<file path="config.mk">
export PLATFORM = sky130hd
export DESIGN_NAME = mem_arbiter_flat
export DESIGN_NICKNAME = d
export VERILOG_FILES = /design/src/rtl/arb_pkg.sv /design/src/rtl/type_pkg.sv /design/src/rtl/mem_arbiter_if.sv /design/src/rtl/rr_picker.sv /design/src/rtl/mem_arbiter.sv /design/src/flat_wrapper.sv
export SDC_FILE = /design/constraint.sdc
export NUM_CORES = 1
export LEC_CHECK = 0
export CAP_MARGIN = 15
export CORE_ASPECT_RATIO = 0.8
export CORE_MARGIN = 8
export CORE_UTILIZATION = 37
export CTS_CLUSTER_DIAMETER = 30
export DETAILED_ROUTE_END_ITERATION = 8
export GPL_TIMING_DRIVEN = 0
export PLACE_DENSITY = 0.9
export SLEW_MARGIN = 10
export SYNTH_ARGS = -nofsm -noshare
export SYNTH_HDL_FRONTEND = slang
export SYNTH_HIERARCHICAL = 1
export SYNTH_SLANG_ARGS = --single-unit
</file>
<file path="constraint.sdc">
create_clock -name clk -period 1.7 [get_ports clk]
set_input_delay 0.255 -clock clk [delete_from_list [all_inputs] [get_ports clk]]
set_output_delay 0.255 -clock clk [all_outputs]
set_load 0.02 [all_outputs]
</file>
<file path="src/rtl/arb_pkg.sv">
// Arbitration mode, FSM state encoding and index-width helper for mem_arbiter.
package arb_pkg;

    typedef enum logic {
        ARB_FIXED = 1'b0,   // port 0 always has highest priority
        ARB_RR    = 1'b1    // round-robin starting after the last grant
    } arb_mode_t;

    typedef enum logic {
        IDLE = 1'b0,
        BUSY = 1'b1
    } arb_state_t;

    // Width of a port index; never narrower than one bit.
    function automatic int idx_width(input int n_ports);
        return (n_ports > 1) ? $clog2(n_ports) : 1;
    endfunction

endpackage : arb_pkg

</file>
<file path="src/rtl/type_pkg.sv">
// Shared bus field types for the unified-memory arbiter and its requesters.
package type_pkg;

    localparam int ADDR_W = 32;
    localparam int DATA_W = 32;
    localparam int BE_W   = DATA_W / 8;

    typedef logic [ADDR_W-1:0] addr_t;
    typedef logic [DATA_W-1:0] data_t;
    typedef logic [BE_W-1:0]   byte_en_t;

endpackage : type_pkg

</file>
<file path="src/rtl/mem_arbiter_if.sv">
// Requester-side and memory-side bundles of the arbiter.
// arb_req_if: requesters are the master, the arbiter is the slave.
// arb_mem_if: the arbiter is the master, the unified memory is the slave.
interface arb_req_if #(
    parameter int N_PORTS = 2
);
    import type_pkg::*;

    logic     [N_PORTS-1:0] req_valid;
    addr_t    [N_PORTS-1:0] req_addr;
    data_t    [N_PORTS-1:0] req_wdata;
    byte_en_t [N_PORTS-1:0] req_byte_enable;   // all-zero means read
    logic     [N_PORTS-1:0] req_ready;         // one-hot completion pulse
    data_t                  req_rdata;         // shared, zero when no ready

    modport master (
        output req_valid, req_addr, req_wdata, req_byte_enable,
        input  req_ready, req_rdata
    );

    modport slave (
        input  req_valid, req_addr, req_wdata, req_byte_enable,
        output req_ready, req_rdata
    );
endinterface : arb_req_if

interface arb_mem_if;
    import type_pkg::*;

    logic     mem_valid;
    addr_t    mem_addr;
    data_t    mem_wdata;
    byte_en_t mem_byte_enable;
    logic     mem_ready;
    data_t    mem_rdata;

    modport master (
        output mem_valid, mem_addr, mem_wdata, mem_byte_enable,
        input  mem_ready, mem_rdata
    );

    modport slave (
        input  mem_valid, mem_addr, mem_wdata, mem_byte_enable,
        output mem_ready, mem_rdata
    );
endinterface : arb_mem_if

</file>
<file path="src/rtl/rr_picker.sv">
// Combinational winner selection. In fixed mode the search starts at port 0;
// in round-robin mode it starts one past the last grant and wraps around.
module rr_picker
    import arb_pkg::*;
#(
    parameter  int N_PORTS = 2,
    localparam int IDX_W   = idx_width(N_PORTS)
) (
    input  logic [N_PORTS-1:0] req_vec_i,
    input  logic [IDX_W-1:0]   last_grant_i,
    input  arb_mode_t          mode_i,
    output logic [IDX_W-1:0]   winner_o,
    output logic               found_o
);

    int               start;
    logic [IDX_W-1:0] cand;

    // Scan the request vector from the mode-dependent start point; first hit wins.
    always_comb begin
        // NOTE: every output and temporary gets a default before the scan so no path infers a latch.
        winner_o = '0;
        found_o  = 1'b0;
        cand     = '0;
        start    = (mode_i == ARB_RR) ? (int'(last_grant_i) + 1) % N_PORTS : 0;
        for (int k = 0; k < N_PORTS; k++) begin
            cand = IDX_W'((start + k) % N_PORTS);
            if (!found_o && req_vec_i[cand]) begin
                winner_o = cand;
                found_o  = 1'b1;
            end
        end
    end

endmodule : rr_picker

</file>
<file path="src/rtl/mem_arbiter.sv">
// Arbitrates N_PORTS requesters onto one unified memory port.
// One transaction at a time: IDLE picks a winner and latches its fields,
// BUSY holds them on the memory bus until mem_ready, then returns to IDLE.
// The mandatory IDLE cycle between transactions gives requesters time to
// drop req_valid after their ready pulse.
module mem_arbiter
    import arb_pkg::*;
    import type_pkg::*;
#(
    parameter  int        N_PORTS  = 2,          // legal range 2..8
    parameter  arb_mode_t ARB_MODE = ARB_FIXED,
    localparam int        IDX_W    = idx_width(N_PORTS)
) (
    input  logic             clk,
    input  logic             rst_n,
    arb_req_if.slave         req,
    arb_mem_if.master        mem,
    output logic [IDX_W-1:0] grant_idx,
    output logic             busy
);

    arb_state_t       state_q, state_d;
    logic [IDX_W-1:0] grant_q, grant_d;
    logic [IDX_W-1:0] last_grant_q, last_grant_d;
    addr_t            addr_q, addr_d;
    data_t            wdata_q, wdata_d;
    byte_en_t         be_q, be_d;

    logic [IDX_W-1:0] winner;
    logic             found;

    rr_picker #(
        .N_PORTS (N_PORTS)
    ) u_picker (
        .req_vec_i    (req.req_valid),
        .last_grant_i (last_grant_q),
        .mode_i       (ARB_MODE),
        .winner_o     (winner),
        .found_o      (found)
    );

    // State and latched-request registers; last_grant resets to the top
    // port so the first round-robin search begins at port 0.
    always_ff @(posedge clk or negedge rst_n) begin
        if (!rst_n) begin
            state_q      <= IDLE;
            grant_q      <= '0;
            last_grant_q <= IDX_W'(N_PORTS - 1);
            addr_q       <= '0;
            wdata_q      <= '0;
            be_q         <= '0;
        end else begin
            // NOTE: non-blocking so every register samples pre-edge values regardless of statement order.
            state_q      <= state_d;
            grant_q      <= grant_d;
            last_grant_q <= last_grant_d;
            addr_q       <= addr_d;
            wdata_q      <= wdata_d;
            be_q         <= be_d;
        end
    end

    // Next-state logic and the combinational completion handshake.
    always_comb begin
        state_d       = state_q;
        grant_d       = grant_q;
        last_grant_d  = last_grant_q;
        addr_d        = addr_q;
        wdata_d       = wdata_q;
        be_d          = be_q;
        req.req_ready = '0;
        req.req_rdata = '0;

        case (state_q)
            IDLE: begin
                // mem_ready arriving here is a stray pulse and is ignored.
                if (found) begin
                    state_d      = BUSY;
                    grant_d      = winner;
                    last_grant_d = winner;
                    addr_d       = req.req_addr[winner];
                    wdata_d      = req.req_wdata[winner];
                    be_d         = req.req_byte_enable[winner];
                end
            end
            BUSY: begin
                // The transaction completes even if the granted port has
                // since dropped req_valid; its ready still pulses.
                if (mem.mem_ready) begin
                    state_d                = IDLE;
                    req.req_ready[grant_q] = 1'b1;
                    req.req_rdata          = mem.mem_rdata;
                end
            end
            default: state_d = IDLE;
        endcase
    end

    assign mem.mem_valid       = (state_q == BUSY);
    assign mem.mem_addr        = addr_q;
    assign mem.mem_wdata       = wdata_q;
    assign mem.mem_byte_enable = be_q;
    assign grant_idx           = grant_q;
    assign busy                = (state_q == BUSY);

endmodule : mem_arbiter

</file>
<file path="src/flat_wrapper.sv">
// flat-port wrapper written by rule: the top's interface ports become plain ports
module mem_arbiter_flat import arb_pkg::*; import type_pkg::*;
#(
    parameter  int        N_PORTS  = 2,                             
    parameter  arb_mode_t ARB_MODE = ARB_FIXED,
    localparam int        IDX_W    = idx_width(N_PORTS)
)
  (clk, rst_n, grant_idx, busy, req_req_valid, req_req_addr, req_req_wdata, req_req_byte_enable, req_req_ready, req_req_rdata, mem_mem_valid, mem_mem_addr, mem_mem_wdata, mem_mem_byte_enable, mem_mem_ready, mem_mem_rdata);
  arb_req_if #(.N_PORTS(N_PORTS)) req_i ();
  arb_mem_if mem_i ();
  input  logic clk;
  input  logic rst_n;
  output logic [IDX_W-1:0] grant_idx;
  output logic busy;
  input wire logic [$bits(req_i.req_valid)-1:0] req_req_valid;
  input wire logic [$bits(req_i.req_addr)-1:0] req_req_addr;
  input wire logic [$bits(req_i.req_wdata)-1:0] req_req_wdata;
  input wire logic [$bits(req_i.req_byte_enable)-1:0] req_req_byte_enable;
  output wire logic [$bits(req_i.req_ready)-1:0] req_req_ready;
  output wire logic [$bits(req_i.req_rdata)-1:0] req_req_rdata;
  output wire logic [$bits(mem_i.mem_valid)-1:0] mem_mem_valid;
  output wire logic [$bits(mem_i.mem_addr)-1:0] mem_mem_addr;
  output wire logic [$bits(mem_i.mem_wdata)-1:0] mem_mem_wdata;
  output wire logic [$bits(mem_i.mem_byte_enable)-1:0] mem_mem_byte_enable;
  input wire logic [$bits(mem_i.mem_ready)-1:0] mem_mem_ready;
  input wire logic [$bits(mem_i.mem_rdata)-1:0] mem_mem_rdata;
  assign req_i.req_valid = req_req_valid;
  assign req_i.req_addr = req_req_addr;
  assign req_i.req_wdata = req_req_wdata;
  assign req_i.req_byte_enable = req_req_byte_enable;
  assign req_req_ready = req_i.req_ready;
  assign req_req_rdata = req_i.req_rdata;
  assign mem_mem_valid = mem_i.mem_valid;
  assign mem_mem_addr = mem_i.mem_addr;
  assign mem_mem_wdata = mem_i.mem_wdata;
  assign mem_mem_byte_enable = mem_i.mem_byte_enable;
  assign mem_i.mem_ready = mem_mem_ready;
  assign mem_i.mem_rdata = mem_mem_rdata;
  mem_arbiter #(.N_PORTS(N_PORTS), .ARB_MODE(ARB_MODE)) u_core (.clk(clk), .rst_n(rst_n), .req(req_i), .mem(mem_i), .grant_idx(grant_idx), .busy(busy));
endmodule
</file>
# Word-level counts from Yosys, hierarchy flattened
# Index checks and enable logic that the tools add are counted.
op_classes:
  add_sub_neg: 0
  n_mul: 0
  div_mod_pow: 0
  n_lt_le_gt_ge: 3
  eq_ne: 0
  shifts: 0
  muxes: 18
  bitwise: 1
  n_reduce_logical: 4
ops:
  columns: ["op", "count"]
  rows:
  - ["$mux 32", 6]
  - ["$mux 4", 2]
  - ["$mux 1", 6]
  - ["$lt 1x2->1 const B", 2]
  - ["$mux 2", 2]
  - ["$logic_and 1x1->1", 2]
  - ["$pmux 1 s2", 1]
  - ["$reduce_and 2->1", 1]
  - ["$demux 1 s1", 1]
  - ["$ge 1x1->1 const B", 1]
  - ["$logic_not 1->1", 1]
  - ["$not 1->1", 1]
totals:
  register_bits: 70
  latch_bits: 0
  ramBits: 0
  romBits: 0
  in_bits: 173
  out_inout_bits: 105
  word_cells: 31
  n_memories: 0

# Logic depth before layout (Yosys ltp)
logic_depth:
  depth_word: 6
  ltp_mapped: 6
  depth_no_buf: 4

# Hierarchy
# Netlist, hierarchy kept.
modules_own_cells:
  columns: ["module", "n_inst", "cells_per_inst", "area_each_um2", "seq_area_each_um2"]
  rows:
  - ["mem_arbiter", 1, 271, 4257.8, 1778.0]
  - ["rr_picker", 1, 3, 20.0, 0.0]

# Worst setup path after synthesis
# OpenSTA, ideal clock, no wires.
synth_path:
  path_type: "reg-to-reg"
  startpoint: "reg u_core.state_q (netlist: u_core/busy)"
  endpoint: "reg u_core.addr_q[2] (netlist: u_core/mem.mem_addr[2])"
  setup_ns: 0.125
  t_arrival_ns: 1.313
  t_required_ns: 1.575
  path_slack_ns: 0.262
  stages_incl_launch_ff: 5
  path_buffers: 2
  period_less_slack_ns: 1.438
  path_cell_list: "dfrtp_1 > nor2b_1 > buf_6 > buf_6 > mux2_2"
synth_between:
  elab_chain_len: 2
synth_rtl:
  columns: ["item", "line_no", "text"]
  rows:
  - ["from (decl)", "mem_arbiter.sv:22", "arb_state_t state_q, state_d;"]
  - ["from (signal assigned)", "mem_arbiter.sv:54", "state_q <= state_d;"]
  - ["$not 1->1 (no source line)", null, null]
  - ["$reduce_and 2->1 (no source line)", null, null]
  - ["to (signal assigned)", "mem_arbiter.sv:57", "addr_q <= addr_d;"]
  - ["to (decl)", "mem_arbiter.sv:25", "addr_t addr_q, addr_d;"]
# Every way passes these cells.
# A chain may end at the register's enable or synchronous reset.

# Final worst setup path
layout_path:
  startpoint: "reg u_core.state_q (netlist: u_core/busy)"
  endpoint: "out req_req_rdata[6]"
layout_between:
  elab_chain_len: 1
layout_rtl:
  columns: ["item", "line_no", "text"]
  rows:
  - ["$mux 32", "mem_arbiter.sv:74", "case (state_q)"]
  - ["to (decl)", "flat_wrapper.sv:20", "output wire logic [$bits(req_i.req_rdata)-1:0] req_req_rdata;"]
# Every way passes these cells.

==> flow_metrics.py <==
metrics = {
    "clock_network": {
        "clkLatencyLatePin_ns": 0.32,
        "cts_root_buf": "clkbuf_16",
        "clk_pin_slew_ns": 0.07,
        "cts_tree": "yes",
        "numClockSinks": 71,
        "numCtsBuffers": 9,
        "cts_buffer_depth": 2,
        "htree_levels": 3,
    },
    "setup_path": {
        "cp.arrival_ns": 1.40,
        "crit_start": "u_core/busy$_DFF_PN0_",
        "r2r_cells": 5,
        "cp_max_fo": 10,
        "critPathCaptureType": "primary output",
        "r2r_start": "u_core/busy$_DFF_PN0_",
        "start_kind": "register",
        "critPathKind": "register to primary output",
        "cp.required_ns": 1.44,
        "r2r_end": "u_core/mem.mem_addr[2]$_DFFE_PN0P_",
        "reg2reg_slack_ns": 0.14,
    },
    "floorplan": {
        "die_h_um": 112.2,
        "start_util": 0.3757,
        "die_w_um": 136.2,
        "rows": 35,
        "num_io_pins": 278,
        "die_area_sq_um": 15280,
        "core-area_sq_um": 11390,
    },
    "yosys": {
        "avgSynthCellArea_sq_um": 15.61,
        "synthTopCellsByCount": "mux2_4, dfrtp_1, and3_1",
        "yosysSeqAreaShare": 0.4156,
        "synth_warnings": 6,
        "synth.most_common_cell": "mux2_4",
        "ys_seq_elements": 71,
        "ys_dominant_reg_cell": "dfrtp_1",
        "synth.distinct_cells": 19,
        "synth_area_sq_um": 4278,
        "synth_nets": 447,
        "syn_inst": 274,
        "synth_largest_area_cell": "mux2_4",
        "yosys.area.top_type_share": 0.4422,
        "synth_edf_count": 0,
        "synth_area_leaders": "mux2_4, dfrtp_1, and3_1",
        "async_flop_share": 1.000,
    },
    "route": {
        "ant_nets": 0,
        "drt_first_pass_iters": 4,
        "avgRoutedWirePerCell_um": 19.33,
        "drc": 0,
        "wirelength_um": 13900,
        "drt_iter0_drc": 129,
        "vias": 3323,
        "avgViaCountPerCell": 4.622,
    },
    "finish": {
        "nFillCells": 858,
        "fin_util": 0.6555,
        "stdcell_count": 719,
        "diodes": 0,
        "area_growth_pct": 74.47,
        "drive_gt1_frac": 0.3625,
        "nNetsFinal": 739,
    },
    "sta": {
        "fin_skew_ns": 0.01402,
        "fmax_mhz": 604.2,
        "slew_violations": 0,
        "whs_ns": 0.4472,
        "hold_violations": 0,
        "finalSetupViolCount": 0,
        "finalCritPeriodShare": 0.9735,
        "rsz0062_at_grt": "true",
        "period_minus_slack_ns": 1.655,
        "fin_setup_tns_ns": 0,
    },
    "global_routing": {
        "grtUsageTotal": 0.1759,
        "grt_max_degree": 38,
        "grt_pass1_vias": 3832,
        "grt_overflow": 0,
        "antenna_found_initial": 0,
        "grt_pass1_wl_um": 21320,
    },
    "run": {
        "cap_viol_max_count": 0,
    },
    "status": {
        "status": "complete, no violations",
    },
    "hold_path": {
        "hold_path_class": "input pin to async pin",
    },
    "power_and_ir_drop": {
        "power.density_nw_per_um2": 1277,
        "vdd_ir_drop_max_mv": 0.6382,
        "power.total_mw": 9.533,
        "p_leak_nw": 3.485,
    },
    "place": {
        "placed_cells": 700,
        "place_hpwl_um": 11330,
        "portBuffers": 277,
        "gp_congestion": 0.8218,
    },
}
[state kept, by name, indices dropped and copies added (netlist names)]
register,count
u_core/last_grant_q,1
u_core/mem.mem_wdata,32
u_core/grant_idx,1
u_core/busy,1
u_core/mem.mem_addr,32
u_core/mem.mem_byte_enable,4
[where the power goes]
part | internal (mW) | leakage, nW | total (mW) | switching [mW]
registers | 2.37 | 0.826 | 2.78 | 0.409
clock network | 0.986 | 0.132 | 1.70 | 0.718
logic | 2.94 | 2.53 | 5.05 | 2.11
total | 6.30 | 3.49 | 9.53 | 3.24
[logic make-up (layout without fill, tap and decap cells)]
family | Yosys count | after routing | share of synthesized area
multiplexers | 138 | 138 | 0.4738
other | 1 | 1 | 0.0008766
flip-flops | 71 | 71 | 0.4156
AO/OA/AOI/OAI | 2 | 2 | 0.003511
AND/OR/NAND/NOR | 38 | 38 | 0.05440
buffers and inverters | 24 | 321 | 0.05177
[worst max path at each step]
stage	endpoint	slack (ns)
floorplan	u_core/mem.mem_addr[2]$_DFFE_PN0P_	0.26
global placement	u_core/mem.mem_addr[16]$_DFFE_PN0P_	-1.97
detailed placement	req_req_rdata[6]	-0.59
CTS	req_req_rdata[12]	0.002
global route	req_req_rdata[6]	-0.004
finish	req_req_rdata[6]	0.04
[per-layer routing]
layer  wire length [um]  vias up  global-route usage
li1                   -     1575                   -
met1               5558     1579              0.2026
met2               6738      158              0.2944
met3               1427       11             0.07277
met4                171        0             0.04602
met5                  0        -                   0
[worst max-delay path: stages, from the launching register on]
cell and delay (ns):
dfrtp_2 0.43, buf_4 0.16, buf_4 0.16, and3_1 0.18, buf_2 0.16
[cells in the final DEF, fill, tap and decap left out, types with 2 or more instances in the layout]
| cell | n |
|---|---|
| clkdlybuf4s50_1 | 239 |
| mux2_4 | 126 |
| dfrtp_1 | 69 |
| and3_1 | 32 |
| clkbuf_2 | 15 |
| buf_6 | 11 |
| mux2_2 | 11 |
| buf_2 | 10 |
| clkbuf_16 | 9 |
| dlygate4sd2_1 | 9 |
| buf_4 | 6 |
| clkdlybuf4s15_1 | 5 |
| buf_8 | 5 |
| clkinv_2 | 3 |
| clkinvlp_4 | 2 |
| clkbuf_4 | 2 |
[stage by stage]
stage,instance area [sq um],setup WS [ns]
after CTS,7485,0.002316
after global placement,7236,-1.969
after floorplan,4278,0.2624
final,7463,0.04499
after detailed placement,7253,-0.5909
after global routing,7463,-0.003685
[cell type report]
cell class / count / area [sq um] / share of cell area
flip-flops and latches: 71 / 1779 / 0.2384
well taps: 148 / 185.2 / 0.02481
inverters: 1 / 3.754 / 0.0005029
multi-input cells: 179 / 2287 / 0.3065
repair buffers: 281 / 2691 / 0.3606
clock buffers: 9 / 225.2 / 0.03018
clock inverters: 7 / 47.55 / 0.006370
plain buffers: 23 / 244.0 / 0.03269
[repair_timing]
| item | 4_1_cts | 5_1_grt |
|---|---|---|
| setup buffers | 2 | 0 |
| hold buffers | 1 | 0 |
| hold endpoints to repair | 35 | 0 |
| endpoints found under the setup margin | 36 | 52 |
| resized for setup | 78 | 38 |
(Power assumes the default switching activity.)
